File: config.mk
export PLATFORM = sky130hd
export DESIGN_NAME = time_set_ctrl
export DESIGN_NICKNAME = d
export VERILOG_FILES = /design/src/rtl/stopwatch_pkg.sv /design/src/rtl/key_debounce.sv /design/src/rtl/time_set_ctrl.sv
export SDC_FILE = /design/constraint.sdc
export NUM_CORES = 1
export LEC_CHECK = 0
export ABC_AREA = 1
export CORE_UTILIZATION = 50
export DETAILED_ROUTE_END_ITERATION = 10
export DONT_BUFFER_PORTS = 1
export PLACE_DENSITY = 0.72
export SETUP_SLACK_MARGIN = 0.4
export SKIP_CTS_REPAIR_TIMING = 1
export SYNTH_ARGS = -nofsm -noshare
export SYNTH_HDL_FRONTEND = slang
export SYNTH_SLANG_ARGS = --single-unit
File: constraint.sdc
create_clock -name clk -period 5.3 [get_ports clk]
set_input_delay 0.795 -clock clk [delete_from_list [all_inputs] [get_ports clk]]
set_output_delay 0.795 -clock clk [all_outputs]
set_load 0.01 [all_outputs]
File: src/rtl/stopwatch_pkg.sv
// Shared definitions for the stopwatch input-side control path.
// Contents: FSM state encoding, push-button index map and the wrap limits
// of the MM:SS digits (units digits wrap after 9, tens digits after 5).
package stopwatch_pkg;

  // Code 2'd3 is never produced; the FSM falls back to STOP if it appears.
  typedef enum logic [1:0] {
    STOP = 2'd0,
    RUN  = 2'd1,
    SET  = 2'd2
  } state_t;

  localparam int KEY_MODE  = 0;
  localparam int KEY_SEL   = 1;
  localparam int KEY_INC   = 2;
  localparam int KEY_START = 3;

  localparam logic [3:0] DIGIT_MAX_EVEN = 4'd9;
  localparam logic [3:0] DIGIT_MAX_ODD  = 4'd5;

endpackage

File: src/rtl/key_debounce.sv
// Single push-button conditioner: two-flop synchronizer, sample-tick based
// debounce counter and a one-cycle rising-edge pulse.
// Ports:
//   clk         system clock
//   rst_n       asynchronous active-low reset
//   i_smpStb    one-cycle debounce sample tick
//   i_keyRaw    raw, asynchronous button level (active-high)
//   o_keyPulse  one-cycle pulse the cycle after the debounced level rises
module key_debounce #(
  parameter int DEB_CNT = 4
) (
  input  logic clk,
  input  logic rst_n,
  input  logic i_smpStb,
  input  logic i_keyRaw,
  output logic o_keyPulse
);

  // Counter value on which the DEB_CNT-th consecutive differing tick lands.
  localparam logic [3:0] CNT_LAST = 4'(DEB_CNT - 1);

  logic [1:0] r_sync;
  logic       r_stable;
  logic       r_stableDly;
  logic [3:0] r_cnt;
  logic       r_pulse;
  logic       w_synced;

  assign w_synced   = r_sync[1];
  assign o_keyPulse = r_pulse;

  // Bring the raw level into the clock domain before it is looked at.
  always_ff @(posedge clk or negedge rst_n) begin
    if (!rst_n) begin
      r_sync <= 2'b00;
    end else begin
      r_sync <= {r_sync[0], i_keyRaw};
    end
  end

  // The debounced level only moves after DEB_CNT sample ticks in a row
  // disagree with it; any agreeing tick restarts the count, so a bounce
  // never accumulates towards a change.
  always_ff @(posedge clk or negedge rst_n) begin
    if (!rst_n) begin
      r_stable <= 1'b0;
      r_cnt    <= 4'd0;
    end else if (i_smpStb) begin
      if (w_synced != r_stable) begin
        if (r_cnt == CNT_LAST) begin
          r_stable <= w_synced;
          r_cnt    <= 4'd0;
        end else begin
          r_cnt <= r_cnt + 4'd1;
        end
      end else begin
        r_cnt <= 4'd0;
      end
    end
  end

  // Press pulse is registered from the delayed debounced level, so it
  // appears the cycle after the level rises; releases produce nothing.
  always_ff @(posedge clk or negedge rst_n) begin
    if (!rst_n) begin
      r_stableDly <= 1'b0;
      r_pulse     <= 1'b0;
    end else begin
      r_stableDly <= r_stable;
      r_pulse     <= r_stable & ~r_stableDly;
    end
  end

endmodule

File: src/rtl/time_set_ctrl.sv
// Stopwatch input controller: debounces the four buttons, runs the
// STOP/RUN/SET state machine and edits MM:SS digit by digit in SET,
// finishing with a one-cycle load strobe into the counter chain.
// Ports:
//   clk, rst_n   clock, asynchronous active-low reset
//   smp_stb      debounce sample tick
//   blink_stb    blink phase toggle tick
//   keys_raw     raw buttons [0] mode [1] select [2] increment [3] start/stop
//   cnt_data_i   current counter digits, digit0 at [3:0]
//   run          counting enable (high exactly while in RUN)
//   load         one-cycle strobe, counters take load_data
//   load_data    edited digits, held between loads
//   dig_blank    display blank mask, blinks the digit being edited
//   key_pulse    debounced press pulses
//   state_o      current FSM state
module time_set_ctrl
  import stopwatch_pkg::*;
#(
  parameter int         DEB_CNT  = 4,
  parameter logic [3:0] MAX_EVEN = DIGIT_MAX_EVEN,
  parameter logic [3:0] MAX_ODD  = DIGIT_MAX_ODD
) (
  input  logic        clk,
  input  logic        rst_n,
  input  logic        smp_stb,
  input  logic        blink_stb,
  input  logic [3:0]  keys_raw,
  input  logic [15:0] cnt_data_i,
  output logic        run,
  output logic        load,
  output logic [15:0] load_data,
  output logic [3:0]  dig_blank,
  output logic [3:0]  key_pulse,
  output logic [1:0]  state_o
);

  state_t      r_state;
  state_t      w_nextState;
  logic [15:0] r_edit;
  logic [1:0]  r_selIdx;
  logic        r_blink;
  logic        r_run;
  logic        r_load;
  logic [15:0] r_loadData;
  logic [3:0]  w_keyPulse;
  logic        w_mode;
  logic        w_start;
  logic        w_sel;
  logic        w_inc;
  logic [3:0]  w_curDigit;
  logic [3:0]  w_maxDigit;
  logic [3:0]  w_incDigit;

  for (genvar k = 0; k < 4; k++) begin : g_keys
    key_debounce #(
      .DEB_CNT(DEB_CNT)
    ) u_keyDebounce (
      .clk       (clk),
      .rst_n     (rst_n),
      .i_smpStb  (smp_stb),
      .i_keyRaw  (keys_raw[k]),
      .o_keyPulse(w_keyPulse[k])
    );
  end

  // Only one key acts per cycle: mode > start > select > increment.
  assign w_mode  = w_keyPulse[KEY_MODE];
  assign w_start = w_keyPulse[KEY_START] & ~w_mode;
  assign w_sel   = w_keyPulse[KEY_SEL] & ~w_mode & ~w_keyPulse[KEY_START];
  assign w_inc   = w_keyPulse[KEY_INC] & ~w_mode & ~w_keyPulse[KEY_START]
                 & ~w_keyPulse[KEY_SEL];

  // Odd digit positions are tens and wrap earlier; a digit loaded above its
  // limit also returns to zero on the next increment.
  assign w_curDigit = r_edit[{r_selIdx, 2'b00} +: 4];
  assign w_maxDigit = r_selIdx[0] ? MAX_ODD : MAX_EVEN;
  assign w_incDigit = (w_curDigit >= w_maxDigit) ? 4'd0 : w_curDigit + 4'd1;

  assign key_pulse = w_keyPulse;
  assign run       = r_run;
  assign load      = r_load;
  assign load_data = r_loadData;
  assign state_o   = r_state;
  assign dig_blank = (r_state == SET && r_blink) ? (4'b0001 << r_selIdx) : 4'b0000;

  always_ff @(posedge clk or negedge rst_n) begin
    if (!rst_n) begin
      r_state <= STOP;
    end else begin
      r_state <= w_nextState;
    end
  end

  always_comb begin
    w_nextState = r_state;
    case (r_state)
      STOP: begin
        if (w_mode) begin
          w_nextState = SET;
        end else if (w_start) begin
          w_nextState = RUN;
        end
      end
      RUN: begin
        if (w_start) begin
          w_nextState = STOP;
        end
      end
      SET: begin
        if (w_mode) begin
          w_nextState = STOP;
        end
      end
      default: w_nextState = STOP;
    endcase
  end

  // Edit register, digit cursor, blink phase and load handshake. run is
  // derived from the next state so it changes on the same edge as state.
  always_ff @(posedge clk or negedge rst_n) begin
    if (!rst_n) begin
      r_edit     <= 16'h0000;
      r_selIdx   <= 2'd3;
      r_blink    <= 1'b0;
      r_run      <= 1'b0;
      r_load     <= 1'b0;
      r_loadData <= 16'h0000;
    end else begin
      r_load <= 1'b0;
      r_run  <= (w_nextState == RUN);
      case (r_state)
        STOP: begin
          if (w_mode) begin
            r_edit   <= cnt_data_i;
            r_selIdx <= 2'd3;
            r_blink  <= 1'b0;
          end
        end
        SET: begin
          if (blink_stb) begin
            r_blink <= ~r_blink;
          end
          if (w_mode) begin
            r_load     <= 1'b1;
            r_loadData <= r_edit;
          end else if (w_sel) begin
            r_selIdx <= r_selIdx - 2'd1;
          end else if (w_inc) begin
            r_edit[{r_selIdx, 2'b00} +: 4] <= w_incDigit;
          end
        end
        default: ;
      endcase
    end
  end

endmodule

Word level (Yosys, flattened, before mapping) --
Index checks and enable logic that the tools add are counted.
Word-level totals: flip-flop bits (word level) 75, input bits 24, output and inout bits 28, logic and storage cells 116
Operators by class: add/sub/neg operators 7, order comparisons 1, eq/ne operators 17, shift-type cells 4, mux-type cells 31, bitwise logic cells 18, reductions and logical operators 11
Operator list (count):
- 2-to-1 mux 16 bit | 4
- 2-to-1 mux 4 bit | 11
- case mux 16 bit (2 select lines) | 1
- adder 4 x 1 -> 4 bit, second input constant | 5
- bitwise mux 16 bit | 1
- equality test 4 x 2 -> 1 bit, second input constant | 4
- variable shift 4 x 6 -> 16 bit, first input constant | 1
- indexed part select 16 x 5 -> 4 bit | 1
- indexed part select 4 x 6 -> 16 bit | 1
- AND reduction 3 bit | 5
- 2-to-1 mux 2 bit | 7
- AND 1 bit | 10
- != test 2 bit, second input constant | 5
- NOT 1 bit | 8
- negation 4 -> 6 bit | 1
- case mux 2 bit (3 select lines) | 1
- AND reduction 5 bit | 1
- equality test 2 x 1 -> 1 bit, second input constant | 2
- >= comparator 4 bit | 1
- 2-to-1 mux 1 bit | 4
- != test 1 bit | 4
- case mux 2 bit (2 select lines) | 1
- AND reduction 4 bit | 1
- left shift 1 x 2 -> 4 bit, first input constant | 1
- 8 further kinds | 8

Logic depth before layout (Yosys ltp) --
Gate-level depths: netlist (run 1).
word-level depth 9, mapped depth 15, depth with buffers taken out 14

Cells and area by module --
From an unflattened synthesis (run 1), not the netlist that was laid out.
Unflattened totals: cells, all modules 440, area, all modules 3833.7 sq um
Modules (own cells, without submodules):
- time_set_ctrl | instances 1, cells an instance 264, area an instance 2217.1 sq um, seq. area each 978.4 sq um
- key_debounce | instances 4, cells an instance 44, area an instance 404.1 sq um, seq. area each 225.2 sq um

Worst setup path after synthesis (run 1) --
Ideal clock, no wire load.
kind flip-flop to flip-flop, start point reg r_selIdx[0], end point reg r_edit[10], setup time 144 ps, arrival time 2117 ps, data required time 5156 ps, setup slack 3039 ps, stages on the path, launching flop included 14, path buffers 1, clock period less this slack 2261 ps, cells stage by stage dfstp_2 > inv_2 > buf_6 > o211ai_2 > nand2_2 > ha_1 > nand2_1 > or2_2 > nand3_1 > inv_1 > nand3b_4 > clkinv_1 > nand3_1 > a22oi_1
Between the ends: longest elaborated chain between the ends 9, elaborated cells on any way between the ends 13, those cells by class add/sub (2); order compare (1); shift (3); mux (7)
RTL lines:
- start, declared | RTL line time_set_ctrl.sv:40 | logic [1:0] r_selIdx;
- start signal, assigned | RTL line time_set_ctrl.sv:147 | r_selIdx <= r_selIdx - 2'd1;
- indexed part select 16 x 5 -> 4 bit or 2-to-1 mux 4 bit (tied branches) | RTL line time_set_ctrl.sv:75, time_set_ctrl.sv:76
- adder 4 x 1 -> 4 bit or >= comparator 4 bit (tied branches) | RTL line time_set_ctrl.sv:77 | assign w_incDigit = (w_curDigit >= w_maxDigit) ? 4'd0 : w_curDigit + 4'd1;
- 2-to-1 mux 4 bit | RTL line time_set_ctrl.sv:77
- indexed part select 4 x 6 -> 16 bit | RTL line time_set_ctrl.sv:149 | r_edit[{r_selIdx, 2'b00} +: 4] <= w_incDigit;
- bitwise mux 16 bit (*) | RTL line time_set_ctrl.sv:149
- 2-to-1 mux 16 bit (*) | RTL line time_set_ctrl.sv:148 | end else if (w_inc) begin
- 2-to-1 mux 16 bit (*) | RTL line time_set_ctrl.sv:146 | end else if (w_sel) begin
- 2-to-1 mux 16 bit (*) | RTL line time_set_ctrl.sv:143 | if (w_mode) begin
- case mux 16 bit (2 select lines) (*) | RTL line time_set_ctrl.sv:131 | case (r_state)
- end signal, assigned | RTL line time_set_ctrl.sv:134 | r_edit <= cnt_data_i;
- end signal, assigned by index | RTL line time_set_ctrl.sv:149
- end, declared | RTL line time_set_ctrl.sv:39 | logic [15:0] r_edit;
Every way passes the cells marked *; elsewhere a longest branch is shown, timed or not. The select of a mux whose other input is x is not followed. A chain may end at the register's enable or synchronous reset.

Final worst setup path (run 1) --
start point reg r_selIdx[0], end point out dig_blank[0]
Between the ends: longest elaborated chain between the ends 2
RTL lines:
- left shift 1 x 2 -> 4 bit | RTL line time_set_ctrl.sv:84 | assign dig_blank = (r_state == SET && r_blink) ? (4'b0001 << r_selIdx) : 4'b0000;
- 2-to-1 mux 4 bit | RTL line time_set_ctrl.sv:84
- end, declared | RTL line time_set_ctrl.sv:32 | output logic [3:0] dig_blank,
Every way passes these cells.

==> results.yml, run 1 <==
layout:
  area_growth_pct: 7.78
  fill_cells: 597
  fin_area_um2: 3950
  drive_above_1_share_pct: 11.8
  final_util_pct: 56.9
  diodes: 0
  final_nets: 448
sta:
  fin_crit_sh_pct: 52.4
  fin_skew_ns: 0.0107
  maxSlewHeadroom_pct: 53.7
  hold_violations: 0
  final_max_slew_viol_count: 0
  post-route-min-period_ns: 2.78
  setup_viol: 0
  rsz0062_at_grt: "false"
  fin_hold_ws_ns: 0.125
  max_clock_freq_mhz: 360
  fin_tns_setup_ns: 0
  worstMarginPinSlew_ns: 0.694
worst_setup_path:
  cp.required_ns: 4.51
  critical-path-max-stage-delay_ns: 0.75
  crit_family: "flip-flops"
  crit_path_end_kind: "output port"
  cp_max_fo: 17
  crit_start: "r_selIdx[0]$_DFFE_PN1P_"
  crit_top_cell: "inv_2"
  rrSetupSlack_ns: 2.57
  crit_buf_inv: 2
  worst_setup_path_start_kind: "flop"
  crit_chain: "inv_2, ha_1, inv_2, nor2_1"
  timing.rr.end: "r_edit[14]$_DFFE_PN0P_"
  crit_type: "reg2out"
  worstPathArrival_ns: 1.98
  crit_end: "dig_blank[0]"
  r2r_cells: 11
  path_depth: 4
  cp_slowest_cell: "dfstp_2"
  rr_startpoint: "r_selIdx[0]$_DFFE_PN1P_"
place:
  gp_congestion: 0.932
  placed_cell_area_um2: 3710
  dpl.hpwl_mm: 5.43
  io_buffers: 0
logic_synthesis:
  syn_area_um2: 3670
  yosysWarnings: 0
  synth.top_cell.area_share_pct: 49.8
  synth_edf_count: 0
  ys_seq_elements: 75
  ys_seq_area_share_pct: 51.2
  synth.distinct_cells: 35
  synth_top_area_cell: "dfrtp_1"
  postSynthCellCount: 411
  synthArstFlopShare_pct: 100
  synth_flop_cell: "dfrtp_1"
  syn_avg_cell_area_um2: 8.93
  synthesis.nets: 449
  ys_top_cells_by_count: "92 x nand2_1, 73 x dfrtp_1, 47 x inv_1"
  synth.most_common_cell: "nand2_1"
  synth.area.top_cells: "dfrtp_1 50%, nand2_1 9.4%, inv_1 4.8%, ha_1 4.8%, nand3_1 3.3%"
drt:
  drt-vias-per-instance: 5.34
  drtIter0Drc: 148
  ant_nets: 0
  post_drt_wl_per_cell_um: 14.9
  firstDrtPassIters: 4
  via_count: 2729
  totalWireLength_mm: 7.60
  drc_errors: 0
clock_tree:
  numCtsBuffers: 9
  cts.sinks: 75
  clkTransAtPathRegs_ns: 0.08
  ctsLongestPathBuffers: 2
  cts_tree: "yes"
  insertion_delay_ns: 0.35
  clockRootBuffer: "clkbuf_8"
  htree_levels: 3
die:
  design.portCount: 52
  dieArea_um2: 7680
  fp.dieH_um: 87.7
  start_util_pct: 52.8
  core_area_um2: 6940
  num_rows: 30
  die_width_um: 87.7
global_routing:
  grt_pass1_wl_mm: 12.8
  grt_max_degree: 76
  antenna_found_initial: 0
  grtUsageTotal_pct: 22.2
  overflow: 0
  grt_pass1_vias: 2722
hold_path:
  hp-class: "in2async"
flow_run:
  maxCapViolCount: 0
power:
  powerDensity_nw_per_um2: 672
  p_total_mw: 2.66
  leakage_nw: 1.91
  ir_worst_vdd_v: 0.000232
status:
  run_status: "finished clean"
-- layout by cell type, fill, tap and decap left out, types with 10 or more instances in the layout --
cell,netlist,layout
nand2_1,92,92
dfrtp_1,73,73
inv_1,47,47
nand3_1,24,24
nor2_1,21,21
a21oi_1,19,19
o21ai_0,17,17
o21ai_1,14,14
ha_1,14,14
nand2_2,12,12
a22oi_1,11,11
clkbuf_8,0,10
-- how the worst min path moves through the flow --
stage / endpoint / slack (ns) / cells past startpoint
2_1_floorplan: g_keys[0].u_keyDebounce.r_sync[1]$_DFF_PN0_ / 0.33 / 0
3_5_place_dp: g_keys[3].u_keyDebounce.r_sync[1]$_DFF_PN0_ / 0.34 / 0
5_1_grt: load_data[9]$_DFFE_PN0P_ / 0.11 / 0
6_report: load_data[9]$_DFFE_PN0P_ / 0.13 / 0
4_1_cts: load_data[9]$_DFFE_PN0P_ / 0.11 / 0
3_3_place_gp: g_keys[3].u_keyDebounce.r_sync[1]$_DFF_PN0_ / 0.33 / 0
-- through the flow --
stage,setup WS (ns),instances
6_report,2.52,511
5_1_grt,2.38,511
3_5_place_dp,2.62,495
2_1_floorplan,3.04,411
3_3_place_gp,2.72,495
4_1_cts,2.53,511
-- metal layers --
metal / part of all wire [%] / wire (um) / global-route usage [%] / vias to the layer above
li1: - / - / - / 1333
met1: 43 / 3240 / 26.7 / 1319
met2: 51 / 3860 / 37.9 / 64
met3: 4.4 / 337 / 5.75 / 13
met4: 2.1 / 157 / 9.09 / 0
met5: 0 / 0 / 0 / -
-- sequential cells by signal, summed over array words and instances (netlist names) --
register	flops
load_data	16
g_keys.u_keyDebounce.r_cnt	16
r_blink	1
r_selIdx	2
load	1
r_edit	16
g_keys.u_keyDebounce.r_stableDly	4
g_keys.u_keyDebounce.r_stable	4
run	1
g_keys.u_keyDebounce.o_keyPulse	4
state_o	2
g_keys.u_keyDebounce.r_sync	8
-- report_power, final --
part	total, mW	switching [mW]	internal, mW
Sequential	1.05	0.248	0.807
Combinational	1.07	0.686	0.382
Clock	0.533	0.209	0.324
Total	2.66	1.14	1.51
-- area by class of cell --
cell class              count  area (um2)  area share (%)
flip-flops and latches     75        1880            47.5
multi-input cells         270        1510            38.2
inverters                  54         203            5.13
clock buffers              11         141            3.58
well taps                  96         120            3.04
clock inverters             5         100            2.53
-- cell families after synthesis --
group,count (synthesis),synth area share (%)
and+or+nand+nor,172,22.3
DFF,75,51.2
AOI/OAI and AO/OA,72,11.2
buffers and inverters,66,7.61
adders and majority gates,14,4.77
xor gates and xnor gates,12,2.86
(Power assumes the default switching activity.)
==> inputs of run 2 (changes only) <==
Clock period 5.3 ns to 2.69 ns, I/O delays scaled along.
==> run 2 against run 1 <==
Against the previous run:
- critical path depth increased by 6
- combinational power rose to 2.7 times the previous value
- total power increased by 120%
- non-clock buffer count up 19
- final cell count rose by 3.7%
- clock power up 79%
- largest power group unchanged
- sequential share of layout area fell by 3.0 points
- sequential power grew 95%
- first-iteration DRC count rose by 13%
- register-to-register slack lost 2.2 ns
==> results.yml, run 2 (same netlist as run 1, synthesis figures left out) <==
clock_tree:
  numCtsBuffers: 9
  clkTransAtPathRegs_ns: 0.08
  cts.sinks: 75
  ctsLongestPathBuffers: 2
  htree_levels: 3
  clockRootBuffer: "clkbuf_8"
  insertion_delay_ns: 0.36
  cts_tree: "yes"
status:
  run_status: "finished clean"
worst_setup_path:
  worstPathArrival_ns: 2.56
  crit_type: "reg2reg"
  crit_buf_inv: 3
  worst_setup_path_start_kind: "flop"
  crit_end: "r_edit[13]$_DFFE_PN0P_"
  rr_startpoint: "r_selIdx[0]$_DFFE_PN1P_"
  critical-path-max-stage-delay_ns: 0.63
  crit_family: "simple AND/OR/NAND/NOR gates"
  cp.required_ns: 2.96
  crit_chain: "buf_12, buf_4, nand2_1, nand3_1, nand2_2, ha_2, inv_1, nor4_2, nand2_1, a22oi_1"
  r2r_cells: 10
  crit_path_end_kind: "flop"
  cp_slowest_cell: "dfstp_2"
  crit_top_cell: "nand2_1"
  timing.rr.end: "r_edit[13]$_DFFE_PN0P_"
  rrSetupSlack_ns: 0.40
  crit_start: "r_selIdx[0]$_DFFE_PN1P_"
  path_depth: 10
  cp_max_fo: 8
drt:
  firstDrtPassIters: 5
  totalWireLength_mm: 8.12
  via_count: 2815
  drtIter0Drc: 167
  drt-vias-per-instance: 5.31
  post_drt_wl_per_cell_um: 15.3
  drc_errors: 0
  ant_nets: 0
sta:
  post-route-min-period_ns: 2.29
  rsz0062_at_grt: "true"
  fin_crit_sh_pct: 85.2
  final_max_slew_viol_count: 0
  maxSlewHeadroom_pct: 53.4
  max_clock_freq_mhz: 437
  fin_skew_ns: 0.00399
  worstMarginPinSlew_ns: 0.698
  postLayoutSetupSlackWorst_ns: 0.399
  fin_tns_setup_ns: 0
  fin_hold_ws_ns: 0.0673
  setup_viol: 0
  hold_violations: 0
global_routing:
  overflow: 0
  grt_pass1_wl_mm: 12.1
  grt_max_degree: 76
  grt_pass1_vias: 2600
  grtUsageTotal_pct: 21.2
  antenna_found_initial: 0
power:
  powerDensity_nw_per_um2: 1390
  p_total_mw: 5.88
  ir_worst_vdd_v: 0.000509
  leakage_nw: 2.02
layout:
  final_cell_mix: "90 x nand2_1, 73 x dfrtp_1, 46 x inv_1"
  diodes: 0
  final_util_pct: 60.8
  mostFrequentLayoutCell: "nand2_1"
  finalNonFillerCells: 530
  final_nets: 467
  drive_above_1_share_pct: 18.2
  fin_area_um2: 4220
  area_growth_pct: 15.1
die:
  start_util_pct: 52.8
  design.portCount: 52
  fp.dieH_um: 87.7
  core_area_um2: 6940
  dieArea_um2: 7680
  num_rows: 30
  die_width_um: 87.7
place:
  gp_congestion: 0.982
  dp.cells: 497
  dpl.hpwl_mm: 5.44
  placed_cell_area_um2: 3730
  dp_slack_ns: 0.312
  io_buffers: 0
hold_path:
  min_path_cells: 0
  hp-class: "in2reg"
flow_run:
  maxCapViolCount: 0
[run 2: final cells by class]
cell class / instances / area [um2]
fillers: 569 / 2720
flip-flops and latches: 75 / 1880
multi-input cells: 270 / 1600
inverters: 54 / 213
repair buffers: 19 / 195
clock buffers: 10 / 128
well taps: 96 / 120
clock inverters: 6 / 88.8
[run 2: power breakdown]
part           internal [mW]  leakage (nW)  switching (mW)
clock network          0.524         0.103           0.431
logic                   1.17         0.993            1.71
registers               1.59         0.919           0.464
[run 2: worst register-to-register path: stages, from the launching register on]
cell	delay (ns)
dfstp_2	0.63
buf_12	0.15
buf_4	0.11
nand2_1	0.04
nand3_1	0.10
nand2_2	0.09
ha_2	0.37
inv_1	0.07
nor4_2	0.32
nand2_1	0.12
a22oi_1	0.20
[run 2: worst min-delay path by stage]
| stage | startpoint | end |
|---|---|---|
| 2_1_floorplan | rst_n | g_keys[0].u_keyDebounce.o_keyPulse$_DFF_PN0_ |
| 3_3_place_gp | rst_n | load_data[9]$_DFFE_PN0P_ |
| 3_5_place_dp | rst_n | load_data[9]$_DFFE_PN0P_ |
| 4_1_cts | rst_n | g_keys[1].u_keyDebounce.r_sync[1]$_DFF_PN0_ |
| 5_1_grt | keys_raw[0] | g_keys[0].u_keyDebounce.r_sync[0]$_DFF_PN0_ |
| 6_report | keys_raw[2] | g_keys[2].u_keyDebounce.r_sync[0]$_DFF_PN0_ |
[run 2: per-layer routing]
metal	GRT usage, %	vias to the layer above	routed length [um]
met5	0	-	0
met4	9.69	0	139
met3	6.97	14	408
met2	35.4	91	4190
met1	25.1	1345	3380
li1	-	1365	-
==> patch 1 (settings of run 2) <==
Reset style: synchronous (`rst_n`), changed in 5 clocked blocks. Comments in the files are not updated.
--- a/src/rtl/key_debounce.sv
+++ b/src/rtl/key_debounce.sv
@@ -31,5 +31,5 @@
 
   // Bring the raw level into the clock domain before it is looked at.
-  always_ff @(posedge clk or negedge rst_n) begin
+  always_ff @(posedge clk) begin
     if (!rst_n) begin
       r_sync <= 2'b00;
@@ -42,5 +42,5 @@
   // disagree with it; any agreeing tick restarts the count, so a bounce
   // never accumulates towards a change.
-  always_ff @(posedge clk or negedge rst_n) begin
+  always_ff @(posedge clk) begin
     if (!rst_n) begin
       r_stable <= 1'b0;
@@ -62,5 +62,5 @@
   // Press pulse is registered from the delayed debounced level, so it
   // appears the cycle after the level rises; releases produce nothing.
-  always_ff @(posedge clk or negedge rst_n) begin
+  always_ff @(posedge clk) begin
     if (!rst_n) begin
       r_stableDly <= 1'b0;
--- a/src/rtl/time_set_ctrl.sv
+++ b/src/rtl/time_set_ctrl.sv
@@ -84,5 +84,5 @@
   assign dig_blank = (r_state == SET && r_blink) ? (4'b0001 << r_selIdx) : 4'b0000;
 
-  always_ff @(posedge clk or negedge rst_n) begin
+  always_ff @(posedge clk) begin
     if (!rst_n) begin
       r_state <= STOP;
@@ -118,5 +118,5 @@
   // Edit register, digit cursor, blink phase and load handshake. run is
   // derived from the next state so it changes on the same edge as state.
-  always_ff @(posedge clk or negedge rst_n) begin
+  always_ff @(posedge clk) begin
     if (!rst_n) begin
       r_edit     <= 16'h0000;
Formal check against the unedited RTL: differs if rst_n is asserted again (counterexample within 10 cycles, from zero or initial values and one cycle with rst_n low); with rst_n held inactive, the same outputs for 10 cycles.
==> patch 1 against run 2 <==
Area after synthesis is 2.4% lower; non-clock buffer count fell by 6; cell area is 7.6% lower; first-iteration DRC count increased by 9.0%; global-route usage rose by 2.5 points; final cell count is 12% higher; hold slack improved by 0.072 ns; core utilization is 4.0 points lower; setup slack gained 0.17 ns; critical path depth is 5 lower; sequential cell count stayed put; clock skew rose by 0.0039 ns; routed wire length rose by 1.9%.
Power is not compared: it rests on default switching activity, and its combinational part moved more than twofold at a synthesized area within 25%.
==> patch 1: results (changes against run 2) <==
tightest_slew_ns: 0.645  # -0.0533 ns
crit_end: "dig_blank[0]"
grt_max_degree: 36  # -53%
ys_top_cells_by_area: "dfxtp_1 42%, nand2_1 13%, a21oi_1 9.4%"
synth_fp_nets: 527  # +17%
place_area_sq_um: 3650  # -2.0%
min-delay-start: "smp_stb"
synth-xor-area-share: 0.0269  # -0.00175
async_flop_share: 0  # -1.00
synth_top_cell_by_area: "dfxtp_1"
hpwl_mm: 6.02  # +11%
timing.rr.end: "r_edit[6]$_SDFFE_PN0P_"
fillers: 666  # +17%
detailedRoute.firstIterationViolations: 182  # +9.0%
wl_met3_um: 637  # +56%
preCtsSetupSlack_ns: 0.518  # +0.206 ns
crit_start: "state_o[1]$_SDFF_PN0_"
wl_met2_mm: 4.04  # -3.6%
crit_path_max_incr_delay_ns: 0.43  # -0.20 ns
outcome: "finished clean"
critPathArrivalTime_ns: 1.71  # -0.85 ns
drive_gt1_frac: 0.101  # -0.0812
r2r.worst_path.cells: 15  # +5
cpMaxStageDelayCell: "dfxtp_1"
seq_area_frac_synth: 0.419  # -0.0931
finalCriticalPeriod_ns: 2.12  # -0.175 ns
synth_adder_area_share: 0.0489  # +0.00115
drt-met1-wl_mm: 3.39  # +0.33%
whs_path_depth: 1  # +1
via_per_inst: 5.26  # -1.1%
grt_pass1_wl_mm: 13.6  # +12%
synth_compound_area_frac: 0.157  # +0.0446
skew_ns: 0.00788  # +0.00389 ns
r2r-start: "r_selIdx[0]$_SDFFE_PN1P_"
grt_usage: 0.237  # +0.0248
path_delay_family: "simple AND/OR/NAND/NOR gates"
reg2reg_slack_ns: 0.60  # +0.20 ns
crit_fanout: 20  # +12
pwr-share-comb: 0.016
holdCritPathClass: "input pin to flip-flop"
hold_end: "g_keys[0].u_keyDebounce.r_cnt[0]$_SDFFE_PN0P_"
power_combinational_mw: 0.0307
place_congestion: 0.908  # -7.5%
wl_per_cell_um: 14.0  # -8.8%
yosysUniqueCellTypes: 36  # +2.9%
yosys-top-cells-count: "128 x nand2_1, 75 x dfxtp_1, 67 x a21oi_1"
-- patch 1: cell count changes after synthesis, moves of 14 or more --
cell            run 2  this run
a21oi_1            19        67
dfrtp_1            73         0
dfxtp_1             0        75
nand2_1            92       128
o21ai_1            14         0
-- patch 1: per-layer routing --
| metal | vias to the layer above | GRT usage |
|---|---|---|
| met4 | 0 | 0.100 |
| met1 | 1400 | 0.270 |
| li1 | 1577 | - |
| met5 | - | 0 |
| met2 | 115 | 0.410 |
| met3 | 19 | 0.0752 |
-- patch 1: per-stage QoR --
step                instances  hold WS [ns]
floorplan                 489         0.368
global placement          572         0.371
detailed placement        572         0.372
CTS                       588         0.128
global route              592         0.121
finish                    592         0.140
-- patch 1: final cells by class --
class	count	area (sq um)	area share
clock inverters	3	21.3	0.00545
inverters	59	226	0.0581
multi-input cells	333	1760	0.450
repair buffers	13	105	0.0269
clock buffers	13	169	0.0433
well taps	96	120	0.0308
flip-flops and latches	75	1500	0.385
==> patch 2 (flow settings as in run 2) <==
Made on the original files. Change the package constant `DIGIT_MAX_EVEN` from 4'd9 to 4'd4.
--- a/src/rtl/stopwatch_pkg.sv
+++ b/src/rtl/stopwatch_pkg.sv
@@ -16,5 +16,5 @@
   localparam int KEY_START = 3;
 
-  localparam logic [3:0] DIGIT_MAX_EVEN = 4'd9;
+  localparam logic [3:0] DIGIT_MAX_EVEN = 4'd4;
   localparam logic [3:0] DIGIT_MAX_ODD  = 4'd5;
 
Function: same outputs for any inputs over 10 cycles, from zero or initial values and one cycle with rst_n low; that may be too few to reach the edited logic, so the function may still have changed.
==> patch 2 against run 2 <==
Sequential cell count is the same; area after synthesis is 4.8% lower; largest power group unchanged; clock skew up 0.0077 ns; cell area decreased by 9.6%; setup slack improved by 0.095 ns; routed wire length decreased by 15%; final cell count is 10% lower; total power shrank 14%; clock power shrank 1%.
==> patch 2: results (changes against run 2) <==
yosys-top-cells-count: "73 x dfrtp_1, 72 x nand2_1, 55 x inv_1"
r2r.worst_path.cells: 7  # -3
first_pass_iters: 4  # -1
instances_no_fill: 475  # -10%
dpl.cell_count: 452  # -9.1%
clkTransAtPathRegs_ns: 0.08  # about the same
yosysUniqueCellTypes: 31  # -11%
seq_area_frac_synth: 0.538  # +0.0261
place_area_sq_um: 3510  # -5.7%
outcome: "finished clean"
crit_fanout: 13  # +5
critPathArrivalTime_ns: 1.79  # -0.77 ns
crit_end: "dig_blank[0]"
place_congestion: 0.911  # -7.2%
hpwl_mm: 4.84  # -11%
via_per_inst: 5.36  # +0.96%
grt_pass1_wl_mm: 11.7  # -3.2%
synth_fp_nets: 420  # -6.5%
postSynthCellCount: 385  # -6.3%
wl_per_cell_um: 14.6  # -4.7%
timing.rr.end: "r_edit[10]$_DFFE_PN0P_"
preCtsSetupSlack_ns: 0.429  # +0.117 ns
max-slew-margin-rel: 0.681  # +0.147
detailedRoute.firstIterationViolations: 107  # -36%
whs_ns: 0.0822  # +0.0149 ns
regArea_sq_um: 1880  # +0.20%
leakage_nw: 1.87  # -7.5%
grt_pass1_vias: 2533  # -2.6%
ys_top_cells_by_area: "dfrtp_1 52%, nand2_1 7.7%, inv_1 5.9%"
setup_ws_ns: 0.494  # +0.0952 ns
[patch 2: cell count changes after synthesis, moves of 5 or more]
cell | run 2 | this run
nand2_1 | 92 | 72
o21ai_0 | 17 | 34
o21ai_1 | 14 | 0
nand2_2 | 12 | 1
a21oi_1 | 19 | 29
inv_1 | 47 | 55
a22oi_1 | 11 | 6
o21ai_2 | 0 | 5
[patch 2: cell families after synthesis]
| group | count (synthesis) | synth area share |
|---|---|---|
| DFF | 75 | 0.538 |
| buffers and inverters | 72 | 0.0857 |
| AOI/OAI and AO/OA | 87 | 0.143 |
| adders and majority gates | 11 | 0.0394 |
| and+or+nand+nor | 128 | 0.163 |
| xor gates and xnor gates | 12 | 0.0301 |
[patch 2: worst max-delay path, stage by stage (launching register included)]
cell     delay, ns
dfstp_4       0.70
buf_4         0.14
inv_2         0.06
ha_1          0.28
inv_1         0.18
nor2_2        0.09
[patch 2: layout make-up]
type / count / share of cell area
clock buffer: 9 / 0.0325
clock inverter: 7 / 0.0243
inverter: 59 / 0.0580
multi-input combinational: 238 / 0.346
sequential: 75 / 0.493
tap: 80 / 0.0262
timing repair buffer: 7 / 0.0197
[patch 2: per-layer routing]
layer,up-vias,share of wire,track usage
met2,89,0.50,0.340
met5,-,0,0
met4,0,0.017,0.120
li1,1254,-,-
met1,1194,0.41,0.249
met3,10,0.078,0.0587
[patch 2: power by group through the flow]
stage	clock [mW]	combinational, mW	sequential [mW]
2_1_floorplan	0	1.66	1.93
3_3_place_gp	0	1.87	2.07
3_5_place_dp	0	1.90	2.08
4_1_cts	0.959	1.91	2.06
5_1_grt	0.999	2.40	2.09
6_report	0.942	2.07	2.03
